<file path="config.mk">
export PLATFORM = sky130hd
export DESIGN_NAME = calc_req_dispatcher
export DESIGN_NICKNAME = d
export VERILOG_FILES = /design/src/rtl/calc_req_dispatcher.sv
export SDC_FILE = /design/constraint.sdc
export NUM_CORES = 1
export LEC_CHECK = 0
export ABC_AREA = 1
export ABC_CLOCK_PERIOD_IN_PS = 5000
export BUFFER_PORTS_ARGS = -buffer_cell sky130_fd_sc_hd__buf_2
export CAP_MARGIN = 20
export CORE_MARGIN = 5
export CORE_UTILIZATION = 35
export DETAILED_ROUTE_END_ITERATION = 7
export GPL_ROUTABILITY_DRIVEN = 0
export MAX_ROUTING_LAYER = met4
export SLEW_MARGIN = 20
export SYNTH_ARGS = -nofsm -noshare
export SYNTH_HDL_FRONTEND = slang
export SYNTH_SLANG_ARGS = --single-unit
</file>
<file path="constraint.sdc">
create_clock -name PClk -period 5 [get_ports PClk]
set_input_delay 1 -clock PClk [delete_from_list [all_inputs] [get_ports PClk]]
set_output_delay 1 -clock PClk [all_outputs]
set_load 0.02 [all_outputs]
</file>
<file path="src/rtl/calc_req_dispatcher.sv">
// Request dispatcher: buffers host requests and issues each as a two-beat calc transaction, broadcast or round-robin,
// with per-port outstanding-tag tracking. Optional counters enabled by define CALC_DISPATCH_STATS_EN.
`timescale 1ns/1ps

module calc_req_dispatcher #(
  parameter int unsigned NUM_PORTS = 4,
  parameter int unsigned CMD_W     = 4,
  parameter int unsigned DATA_W    = 32,
  parameter int unsigned TAG_W     = 2,
  parameter int unsigned DEPTH     = 4
) (
  input  logic                          PClk,
  input  logic                          Rst,
  input  logic                          mode,
  input  logic                          in_valid,
  output logic                          in_ready,
  input  logic [CMD_W-1:0]              in_cmd,
  input  logic [TAG_W-1:0]              in_tag,
  input  logic [DATA_W-1:0]             in_data1,
  input  logic [DATA_W-1:0]             in_data2,
  output logic [NUM_PORTS*CMD_W-1:0]    req_cmd,
  output logic [NUM_PORTS*DATA_W-1:0]   req_data,
  output logic [NUM_PORTS*TAG_W-1:0]    req_tag,
  input  logic [NUM_PORTS*2-1:0]        out_resp,
  input  logic [NUM_PORTS*TAG_W-1:0]    out_tag,
  output logic                          busy
`ifdef CALC_DISPATCH_STATS_EN
  ,
  output logic [15:0]                   issue_cnt,
  output logic [15:0]                   stall_cnt
`endif
);

  localparam int unsigned NUM_TAGS = 1 << TAG_W;
  localparam int unsigned PTR_W    = (DEPTH > 1) ? $clog2(DEPTH) : 1;
  localparam int unsigned CNT_W    = PTR_W + 1;
  localparam int unsigned RR_W     = (NUM_PORTS > 1) ? $clog2(NUM_PORTS) : 1;
  localparam logic [CNT_W-1:0] FULL_CNT = CNT_W'(DEPTH);
  localparam logic [RR_W-1:0]  RR_LAST  = RR_W'(NUM_PORTS - 1);

  typedef enum logic [1:0] {
    ST_IDLE  = 2'd0,
    ST_BEAT1 = 2'd1,
    ST_BEAT2 = 2'd2
  } state_e;

  state_e state_q, state_d;

  // Request FIFO storage (data only, no reset needed)
  logic [CMD_W-1:0]  fifo_cmd_q   [DEPTH];
  logic [TAG_W-1:0]  fifo_tag_q   [DEPTH];
  logic [DATA_W-1:0] fifo_data1_q [DEPTH];
  logic [DATA_W-1:0] fifo_data2_q [DEPTH];

  logic [PTR_W-1:0] wr_ptr_q, wr_ptr_d;
  logic [PTR_W-1:0] rd_ptr_q, rd_ptr_d;
  logic [CNT_W-1:0] count_q, count_d;
  logic             in_ready_q, in_ready_d;
  logic             busy_q, busy_d;
  logic [RR_W-1:0]  rr_ptr_q, rr_ptr_d;

  logic [NUM_PORTS-1:0]              mask_q, mask_d;
  logic [DATA_W-1:0]                 data2_q, data2_d;
  logic [NUM_PORTS-1:0][NUM_TAGS-1:0] outst_q, outst_d, outst_set, outst_clr;

  logic [NUM_PORTS*CMD_W-1:0]  req_cmd_q, req_cmd_d;
  logic [NUM_PORTS*DATA_W-1:0] req_data_q, req_data_d;
  logic [NUM_PORTS*TAG_W-1:0]  req_tag_q, req_tag_d;

  logic [CMD_W-1:0]     head_cmd;
  logic [TAG_W-1:0]     head_tag;
  logic [DATA_W-1:0]    head_data1;
  logic [DATA_W-1:0]    head_data2;
  logic                 fifo_empty;
  logic                 push_store;
  logic                 tag_blocked;
  logic                 eligible;
  logic                 issue;
  logic [NUM_PORTS-1:0] tgt_mask;

  always_comb begin
    head_cmd   = fifo_cmd_q[rd_ptr_q];
    head_tag   = fifo_tag_q[rd_ptr_q];
    head_data1 = fifo_data1_q[rd_ptr_q];
    head_data2 = fifo_data2_q[rd_ptr_q];
    fifo_empty = (count_q == '0);
    // Zero-command requests are acknowledged but never stored
    push_store = in_valid && in_ready_q && (in_cmd != '0);
  end

  // Target ports for the head entry and whether its tag is free on all of them
  always_comb begin
    tgt_mask = '0;
    if (mode) begin
      tgt_mask[rr_ptr_q] = 1'b1;
    end else begin
      tgt_mask = '1;
    end
    tag_blocked = 1'b0;
    for (int unsigned p = 0; p < NUM_PORTS; p++) begin
      if (tgt_mask[p] && outst_q[p][head_tag]) begin
        tag_blocked = 1'b1;
      end
    end
    eligible = !fifo_empty && !tag_blocked;
    issue    = eligible && (state_q != ST_BEAT1);
  end

  // Next state and next registered beat outputs
  always_comb begin
    state_d    = state_q;
    req_cmd_d  = '0;
    req_data_d = '0;
    req_tag_d  = '0;
    mask_d     = mask_q;
    data2_d    = data2_q;

    case (state_q)
      ST_IDLE:  if (eligible) state_d = ST_BEAT1;
      ST_BEAT1: state_d = ST_BEAT2;
      ST_BEAT2: state_d = eligible ? ST_BEAT1 : ST_IDLE;
      default:  state_d = ST_IDLE;
    endcase

    if (issue) begin
      mask_d  = tgt_mask;
      data2_d = head_data2;
      for (int unsigned p = 0; p < NUM_PORTS; p++) begin
        if (tgt_mask[p]) begin
          req_cmd_d[p*CMD_W +: CMD_W]    = head_cmd;
          req_data_d[p*DATA_W +: DATA_W] = head_data1;
          req_tag_d[p*TAG_W +: TAG_W]    = head_tag;
        end
      end
    end else if (state_q == ST_BEAT1) begin
      for (int unsigned p = 0; p < NUM_PORTS; p++) begin
        if (mask_q[p]) begin
          req_data_d[p*DATA_W +: DATA_W] = data2_q;
        end
      end
    end
  end

  // Outstanding tag bitmap: responses clear, issues set, set wins on collision
  always_comb begin
    outst_set = '0;
    outst_clr = '0;
    for (int unsigned p = 0; p < NUM_PORTS; p++) begin
      if (issue && tgt_mask[p]) begin
        outst_set[p][head_tag] = 1'b1;
      end
      if (out_resp[p*2 +: 2] != 2'b00) begin
        outst_clr[p][out_tag[p*TAG_W +: TAG_W]] = 1'b1;
      end
    end
    outst_d = (outst_q & ~outst_clr) | outst_set;
  end

  always_comb begin
    wr_ptr_d   = push_store ? wr_ptr_q + PTR_W'(1) : wr_ptr_q;
    rd_ptr_d   = issue ? rd_ptr_q + PTR_W'(1) : rd_ptr_q;
    count_d    = count_q + CNT_W'(push_store) - CNT_W'(issue);
    in_ready_d = (count_d != FULL_CNT);
    rr_ptr_d   = rr_ptr_q;
    if (issue) begin
      rr_ptr_d = (rr_ptr_q == RR_LAST) ? '0 : rr_ptr_q + RR_W'(1);
    end
    busy_d = (count_d != '0) || (state_d != ST_IDLE) || (|outst_d);
  end

  always_ff @(posedge PClk or negedge Rst) begin
    if (!Rst) begin
      state_q    <= ST_IDLE;
      wr_ptr_q   <= '0;
      rd_ptr_q   <= '0;
      count_q    <= '0;
      in_ready_q <= 1'b1;
      busy_q     <= 1'b0;
      rr_ptr_q   <= '0;
      mask_q     <= '0;
      data2_q    <= '0;
      outst_q    <= '0;
      req_cmd_q  <= '0;
      req_data_q <= '0;
      req_tag_q  <= '0;
    end else begin
      state_q    <= state_d;
      wr_ptr_q   <= wr_ptr_d;
      rd_ptr_q   <= rd_ptr_d;
      count_q    <= count_d;
      in_ready_q <= in_ready_d;
      busy_q     <= busy_d;
      rr_ptr_q   <= rr_ptr_d;
      mask_q     <= mask_d;
      data2_q    <= data2_d;
      outst_q    <= outst_d;
      req_cmd_q  <= req_cmd_d;
      req_data_q <= req_data_d;
      req_tag_q  <= req_tag_d;
    end
  end

  always_ff @(posedge PClk) begin
    if (push_store) begin
      fifo_cmd_q[wr_ptr_q]   <= in_cmd;
      fifo_tag_q[wr_ptr_q]   <= in_tag;
      fifo_data1_q[wr_ptr_q] <= in_data1;
      fifo_data2_q[wr_ptr_q] <= in_data2;
    end
  end

  assign in_ready = in_ready_q;
  assign busy     = busy_q;
  assign req_cmd  = req_cmd_q;
  assign req_data = req_data_q;
  assign req_tag  = req_tag_q;

`ifdef CALC_DISPATCH_STATS_EN
  logic [15:0] issue_cnt_q, issue_cnt_d;
  logic [15:0] stall_cnt_q, stall_cnt_d;

  // Saturating issue and stall counters
  always_comb begin
    issue_cnt_d = issue_cnt_q;
    stall_cnt_d = stall_cnt_q;
    if (issue && (issue_cnt_q != 16'hFFFF)) begin
      issue_cnt_d = issue_cnt_q + 16'd1;
    end
    if ((state_q == ST_IDLE) && !fifo_empty && !eligible && (stall_cnt_q != 16'hFFFF)) begin
      stall_cnt_d = stall_cnt_q + 16'd1;
    end
  end

  always_ff @(posedge PClk or negedge Rst) begin
    if (!Rst) begin
      issue_cnt_q <= '0;
      stall_cnt_q <= '0;
    end else begin
      issue_cnt_q <= issue_cnt_d;
      stall_cnt_q <= stall_cnt_d;
    end
  end

  assign issue_cnt = issue_cnt_q;
  assign stall_cnt = stall_cnt_q;
`endif

endmodule

</file>
Word level (Yosys, flattened, before mapping)
Memories as Yosys holds them, arrays and structs flattened. A register that Yosys moved wholly into a read port is not among the register bits.
Index checks and enable logic that the tools add are counted.
- memories: 4
- RAM bits: 280
- bits in registers: 185
- reductions and logical operators: 33
- $lt $le $gt $ge: 12
- add/sub/neg operators: 5
- multiplexer cells: 59
- bitwise gates (word level): 3
- eq/ne operators: 5
- memory list (memory ; depth ; width ; read ports ; clocked after Yosys merged registers in ; write ports ; line ; RTL):
    fifo_data1_q ; 4 ; 32 ; 1 ; 0 ; 1 ; 52 ; logic [DATA_W-1:0] fifo_data1_q [DEPTH];
    fifo_data2_q ; 4 ; 32 ; 1 ; 1 ; 1 ; 53 ; logic [DATA_W-1:0] fifo_data2_q [DEPTH];
    fifo_cmd_q ; 4 ; 4 ; 1 ; 0 ; 1 ; 50 ; logic [CMD_W-1:0] fifo_cmd_q [DEPTH];
    fifo_tag_q ; 4 ; 2 ; 1 ; 0 ; 1 ; 51 ; logic [TAG_W-1:0] fifo_tag_q [DEPTH];
- operators with widths (cell ; count):
    $mux W128 ; 2
    $mux W32 ; 8
    $mux W4 ; 13
    $logic_and A1 B1 Y1 ; 18
    $lt A2 B3 Y1 const B ; 6
    $mux W1 ; 17
    $and A16 B16 Y16 ; 1
    $mux W16 ; 1
    $not A16 Y16 ; 1
    $or A16 B16 Y16 ; 1
    $reduce_or A16 Y1 ; 1
    $demux W1 S2 ; 6
    $ge A2 B1 Y1 const B ; 6
    $mux W2 ; 6
    $reduce_bool A2 Y1 ; 5
    $bmux W1 S2 ; 4
    $mux W8 ; 1
    $add A2 B1 Y2 const B ; 3
    $pmux W2 S3 ; 1
    $eq A2 B2 Y1 const B ; 2
    $reduce_bool A4 Y1 ; 1
    $add A3 B1 Y3 ; 1
    $logic_not A1 Y1 ; 3
    $logic_not A3 Y1 ; 1
    7 further kinds ; 8

Logic depth before layout (Yosys ltp)
Gate-level depths: netlist (run 1).
- depth in word-level cells: 18
- mapped depth: 28

Worst setup path before layout (run 1)
No wires, ideal clock.
- path type: input to register
- start: input port in_cmd[0]
- end: memory fifo_cmd_q[0][0] (enable)
- library setup time: 0.499 ns
- setup slack: 0.231 ns
- stages on the path: 3
- data arrival time: 4.270 ns
- path buffers: 0
- path through: or4_1 > nand3_1 > nor2_1
- cells in the longest elaborated chain, start to end: 4
- ends and longest elaborated chain (element ; line ; RTL):
    from (decl) ; 17 ; input logic [CMD_W-1:0] in_cmd,
    $reduce_bool A4 Y1 ; 88 ; push_store = in_valid && in_ready_q && (in_cmd != '0);
    $logic_and A1 B1 Y1 ; 88 ;
    $mux W1 ; 204 ; if (push_store) begin
    $mux W1 (not written as such) ; 205 ; fifo_cmd_q[wr_ptr_q] <= in_cmd;
    to (decl) ; 50 ;
Every way passes these cells.

Worst setup path in the final report (run 1)
- start: register rd_ptr_q[0]
- end: register busy_q (netlist: busy)
- elaborated cells between the ends (all ways): 43
- RTL lines (element ; line ; RTL):
    from (decl) ; 56 ; logic [PTR_W-1:0] rd_ptr_q, rd_ptr_d;
    from (signal assigned) ; 189 ; rd_ptr_q <= rd_ptr_d;
    $mem_v2 Z4 W2 * ; n/a ;
    $bmux W1 S2 ; 101 ; if (tgt_mask[p] && outst_q[p][head_tag]) begin
    $mux W1 (not written as such) ; 101 ;
    $logic_and A1 B1 Y1 ; 101 ;
    $mux W1 (3 in series) ; 101 ;
    $mux W1 * ; 101 ;
    $logic_not A1 Y1 * ; 105 ; eligible = !fifo_empty && !tag_blocked;
    $logic_and A1 B1 Y1 * ; 105 ;
    $logic_and A1 B1 Y1 * ; 106 ; issue = eligible && (state_q != ST_BEAT1);
    $sub A3 B1 Y3 * ; 162 ; count_d = count_q + CNT_W'(push_store) - CNT_W'(issue);
    via count_d[2] ; 57 ; logic [CNT_W-1:0] count_q, count_d;
    $reduce_bool A3 Y1 * ; 168 ; busy_d = (count_d != '0) || (state_d != ST_IDLE) || (|outst_d);
    $logic_or A1 B1 Y1 * (2 in series) ; 168 ;
    via busy_d ; 59 ; logic busy_q, busy_d;
    to (signal assigned) ; 192 ; busy_q <= busy_d;
    to (decl) ; 59 ;
The timed path passes the listed nets; every way through them passes the cells marked *. The select of a mux whose other input is x is not followed.
A chain may end at the register's enable or synchronous reset.

==> results of run 1 <==
## flip-flops by register name (all words and copies together) (netlist names)
name and flops:
wr_ptr_q 2, in_ready 1, outst_q 16, req_data 128
req_cmd 16, state_q 2, busy 1, fifo_tag_q 8
mask_q 4, req_tag 8, count_q 3, fifo_cmd_q 16
rr_ptr_q 2, data2_q 32, rd_ptr_q 2, fifo_data1_q 128
fifo_data2_q 128
## how the worst min path moves through the flow
stage	slack, ns	startpoint	cells past startpoint	to
detailed placement	0.49	mask_q[3]$_DFFE_PN0N_	2	mask_q[3]$_DFFE_PN0N_
global route	0.46	Rst	1	req_data[107]$_DFF_PN0_
global placement	0.48	mask_q[2]$_DFFE_PN0N_	2	mask_q[2]$_DFFE_PN0N_
finish	0.41	Rst	1	req_data[75]$_DFF_PN0_
CTS	0.43	Rst	1	req_data[75]$_DFF_PN0_
floorplan	0.44	state_q[1]$_DFF_PN0_	1	state_q[1]$_DFF_PN0_
## power breakdown
group          total [uW]  switching, uW  internal (uW)
clock                3830           1580           2250
sequential           5830            350           5480
combinational        6190           4460           1740
## cell usage in the layout, fill, tap and decap left out, types with 7 or more instances in the layout
master     count
a21oi_1       38
a32o_1        36
buf_2        242
buf_4         17
clkbuf_1       7
clkbuf_16     51
clkbuf_8      14
clkinv_2      10
dfrtp_1      214
diode_2       19
edfxtp_1     280
ha_1          10
inv_1         59
nand2_1      212
nand2_2        9
nand3_1       15
nand4_1       15
nor2_1       108
o21ai_0       98
o22ai_1      157
o31ai_1       16
## layer usage
layer  global-route usage (%)  part of all wire [%]  vias to the layer above
met3                     4.69                   7.3                       77
li1                         -                     -                     5518
met5                        -                     0                        -
met2                     27.8                    48                      399
met4                     4.91                   2.1                        0
met1                     23.5                    43                     6092
## cell families after synthesis
family,share of synthesized area [%]
XOR/XNOR,0.238
AND/OR/NAND/NOR,8.31
buffers and inverters,3.54
adder cells (fa/ha/maj),0.789
AO/OA/AOI/OAI,11.9
flip-flops,75.3
## worst max-delay path, delay by kind of cell, from the launching register on
family / cells / cell delay (ns)
AND/OR/NAND/NOR: 16 / 1.95
adder cells (fa/ha/maj): 3 / 0.86
flip-flops: 1 / 0.64
buffers and inverters: 4 / 0.45
XOR/XNOR: 2 / 0.31
## through the flow
step	utilization, %	cell area (um^2)	total power [uW]	hold WS [ns]	setup slack [ns]
global placement	38.9	20300	12000	0.483	0.784
finish	42.3	22100	15800	0.412	0.645
detailed placement	38.9	20300	12100	0.491	0.684
floorplan	-	18400	10100	0.436	0.231
CTS	42.2	22100	16000	0.427	0.659
global route	42.3	22100	16800	0.456	0.234
## layout make-up
type | instances | area share [%]
flip-flops and latches | 497 | 62.6
multi-input cells | 738 | 17.8
clock buffers | 73 | 6.79
repair buffers | 265 | 6.57
well taps | 688 | 3.89
inverters | 64 | 1.11
clock inverters | 20 | 1.01
diodes | 19 | 0.215
==> results.cfg, run 1 <==
[route]
wl_per_cell_um = 21.6
dr.pass1.iters = 5
via_per_inst = 5.11
initialDrtViolationCount = 885
via_count = 12100
ant_nets = 0
finalWirelength_um = 51100
drc = 0

[floorplan]
fp.dieW_um = 239
io_pins = 244
start_util_pct = 35.1
coreArea_um2 = 52300
die_h_um = 239
rows = 84
die-area_um2 = 57200

[cts]
clock_sinks = 497
cts_root_buffer = clkbuf_16
cts_tree = done
cts_resized = 0
clock_path_buffers = 3
clk_pin_slew_ns = 0.06
htreeDepth = 2
cts_setup_buffers = 0
numCtsBuffers = 50
clk_latency_ns = 0.60
hold_buffers = 0

[setup_path]
r2r_end = busy$_DFF_PN0_
cp_max_fo = 30
worstPathRequired_ns = 5.46
rrSetupSlack_ns = 0.64
max_stage_delay_ns = 0.64
critPathArrivalTime_ns = 4.82
startpoint = rd_ptr_q[0]$_DFFE_PN0N_
r2r-start = rd_ptr_q[0]$_DFFE_PN0N_
crit_slowest_cell = dfrtp_4
startpoint_type = register
path_class = reg -> reg
worst_path_most_repeated_cell = nand2_1
reg2regPathDepth = 25
endpoint_kind = register
crit_end = busy$_DFF_PN0_

[timing]
drv_slew = 0
tightest_slew_ns = 1.12
fin_crit_sh_pct = 87.1
max_clock_freq_ghz = 0.230
skew_ns = 0.0196
rsz0062_at_grt = false
setup_viol = 0
setup_tns_ns = 0
slew_headroom_pct = 25.3
period_needed_ns = 4.36
hold_violations = 0

[final_layout]
nets = 1717
seq_area_um2 = 13800
drive_gt1_share_pct = 22.8
multi_input_comb_area_um2 = 3940
area_growth_pct = 20.3
instances_no_fill = 2364
fill_cells = 4818

[yosys]
syn-num-nets = 1485
yosysUniqueCellTypes = 35
synth_area_um2 = 18400
yosysMostFrequentCell = edfxtp_1
synthCells = 1384
ys_ff_latch = 497
synth_ff_type = edfxtp_1
synth_edf_count = 280
async_flop_share_pct = 43.7
seq_area_frac_synth_pct = 75.3
yosysTopAreaCell = edfxtp_1
ys_top_cells_by_count = edfxtp_1, dfrtp_1, nand2_1, o22ai_1, nor2_1
avgSynthCellArea_um2 = 13.3
yosysWarnings = 0
synth_top_area_share_pct = 45.7
synth_area_leaders = edfxtp_1, dfrtp_1, o22ai_1

[pwr]
powerDensity_nw_per_um2 = 716
p_leak_uw = 0.00921
ir_worst_vdd_v = 0.000496

[place]
dp_cells = 2252
portBuffers = 243
dp_hpwl_um = 31200

[grt]
antenna_found_initial = 17
grt_max_degree = 116
grt_overflow = 0
grtUsageTotal_pct = 17.9
grt_pass1_vias = 11900
grt_pass1_wl_um = 75600

[status]
outcome = finished clean

[flow_run]
maxCapViolations = 0

[worst_hold_path]
hold_path_class = in -> async
Note: power is estimated with default switching activity, not from simulation.
==> run 2: changes to the inputs <==
--- a/config.mk
+++ b/config.mk
@@ -8,12 +8,12 @@
 export ABC_AREA = 1
 export ABC_CLOCK_PERIOD_IN_PS = 5000
 export BUFFER_PORTS_ARGS = -buffer_cell sky130_fd_sc_hd__buf_2
-export CAP_MARGIN = 20
 export CORE_MARGIN = 5
 export CORE_UTILIZATION = 35
 export DETAILED_ROUTE_END_ITERATION = 7
 export GPL_ROUTABILITY_DRIVEN = 0
 export MAX_ROUTING_LAYER = met4
+export REMOVE_ABC_BUFFERS = 1
 export SLEW_MARGIN = 20
 export SYNTH_ARGS = -nofsm -noshare
 export SYNTH_HDL_FRONTEND = slang
==> run 2 against run 1 <==
Critical path depth decreased by 1. Sequential share of layout area is 0.59 points higher. Count of clock-buffer cells in the layout unchanged. Cell count hardly changed. Worst hold slack better by 0.090 ns. Sequential power about the same. Global-route usage down 1.1 points. First-iteration DRC count rose by 1.7%. Fmax grew 6.4%. Utilization is 0.39 points lower.
==> results.cfg, run 2 (synthesized netlist as in run 1, its figures left out) <==
[final_layout]
nets = 1719
fill_cells = 4835
layout_commonest_cell = edfxtp_1
most-common-layout-cells = edfxtp_1, buf_2, dfrtp_1, nand2_1, o22ai_1
drive_gt1_share_pct = 22.2
area_growth_pct = 19.2

[pwr]
p_leak_uw = 0.00913
p_total_uw = 15500
powerDensity_nw_per_um2 = 708
ir_worst_vdd_v = 0.000563

[grt]
grt_pass1_vias = 12000
antenna_found_initial = 14
grt_overflow = 0
grt_pass1_wl_um = 72100
grt_max_degree = 119
grtUsageTotal_pct = 16.8

[route]
initialDrtViolationCount = 900
finalWirelength_um = 47700
dr.pass1.iters = 5
ant_nets = 0
via_count = 12000
via_per_inst = 5.10
wl_per_cell_um = 20.2
drc = 0

[place]
portBuffers = 243
pre_cts_slack_ns = 0.889
dp_hpwl_um = 28100

[floorplan]
fp.dieW_um = 239
start_util_pct = 35.1
die-area_um2 = 57200
io_pins = 244
coreArea_um2 = 52300
rows = 84
die_h_um = 239

[timing]
tightest_slew_ns = 1.15
drv_slew = 0
rsz0062_at_grt = false
fin_crit_sh_pct = 81.9
period_needed_ns = 4.09
max_clock_freq_ghz = 0.244
skew_ns = 0.0160
hold_violations = 0
worst_slack_ns = 0.906
setup_viol = 0
slew_headroom_pct = 22.9

[setup_path]
path_class = reg -> reg
cp_max_fo = 31
worstPathRequired_ns = 5.45
critPathArrivalTime_ns = 4.55
startpoint_type = register
endpoint_kind = register

[cts]
cts_root_buffer = clkbuf_16
hold_buffers = 0
clock_sinks = 497
numCtsBuffers = 50
htreeDepth = 2
cts_resized = 0
cts_tree = done
clk_latency_ns = 0.58
clock_path_buffers = 3
cts_setup_buffers = 0
clk_pin_slew_ns = 0.06

[worst_hold_path]
hold_path_class = reg -> reg

[status]
outcome = finished clean

[flow_run]
maxCapViolations = 0
## run 2: report_power, final
part	total (uW)	leakage (uW)	switching, uW	internal (uW)
Combinational	6130	0.00298	4410	1720
Clock	3570	0.000766	1520	2050
Sequential	5820	0.00538	335	5480
Total	15500	0.00913	6270	9260
## run 2: area by class of cell
class                   instances  area [um^2]  share of cell area (%)
diodes                         15         37.5                   0.171
clock buffers                  73         1440                    6.57
clock inverters                20          133                   0.605
inverters                      64          248                    1.13
multi-input cells             738         3940                    18.0
flip-flops and latches        497        13800                    63.2
well taps                     688          861                    3.93
repair buffers                267         1410                    6.42
## run 2: path summary, 6_finish.rpt
check                                         from                 endpoint  slack, ns  cells past startpoint
min                          mask_q[3]$_DFFE_PN0N_    mask_q[3]$_DFFE_PN0N_       0.50                      2
min in group asynchronous                      Rst  data2_q[13]$_DFFE_PN0N_       0.52                      1
max reg2reg                rd_ptr_q[0]$_DFFE_PN0N_           busy$_DFF_PN0_       0.91                     24
min reg2reg                  mask_q[3]$_DFFE_PN0N_    mask_q[3]$_DFFE_PN0N_       0.50                      2
max in group asynchronous                      Rst  rr_ptr_q[0]$_DFFE_PN0N_       3.36                      2
max                        rd_ptr_q[0]$_DFFE_PN0N_           busy$_DFF_PN0_       0.91                     24
## run 2: routing by layer
layer	track usage (%)	wire length (um)	part of all wire, %
met3	3.83	3230	6.8
met1	22.8	21300	45
met5	-	0	0
met2	25.5	22100	46
met4	5.22	998	2.1
## run 2: stage by stage
stage	hold WS, ns	setup TNS [ns]	cells	utilization (%)	cell area, um^2
final	0.503	0	2362	41.9	21900
after global routing	0.532	0	2360	41.9	21900
after CTS	0.503	0	2347	41.8	21900
after detailed placement	0.487	0	2254	38.8	20300
after global placement	0.484	0	2254	38.8	20300
after floorplan	0.436	-209.90	1299	-	18000
## run 2: worst max-delay path, cell delays in order, from the launching register on
cell,delay [ns]
dfrtp_4,0.65
inv_4,0.14
nand2_1,0.07
nand3_2,0.16
nand2_2,0.20
nor2_1,0.30
nand2_1,0.08
nand3_1,0.09
nand2_1,0.06
nand2_2,0.11
nor2_8,0.08
nand2_4,0.14
inv_4,0.04
ha_1,0.27
inv_1,0.04
ha_1,0.19
fa_1,0.40
xnor2_1,0.14
xor2_1,0.17
nor3_1,0.17
nand3_1,0.10
nor2_1,0.12
nand2_1,0.06
nor2_1,0.09
nand3_1,0.08
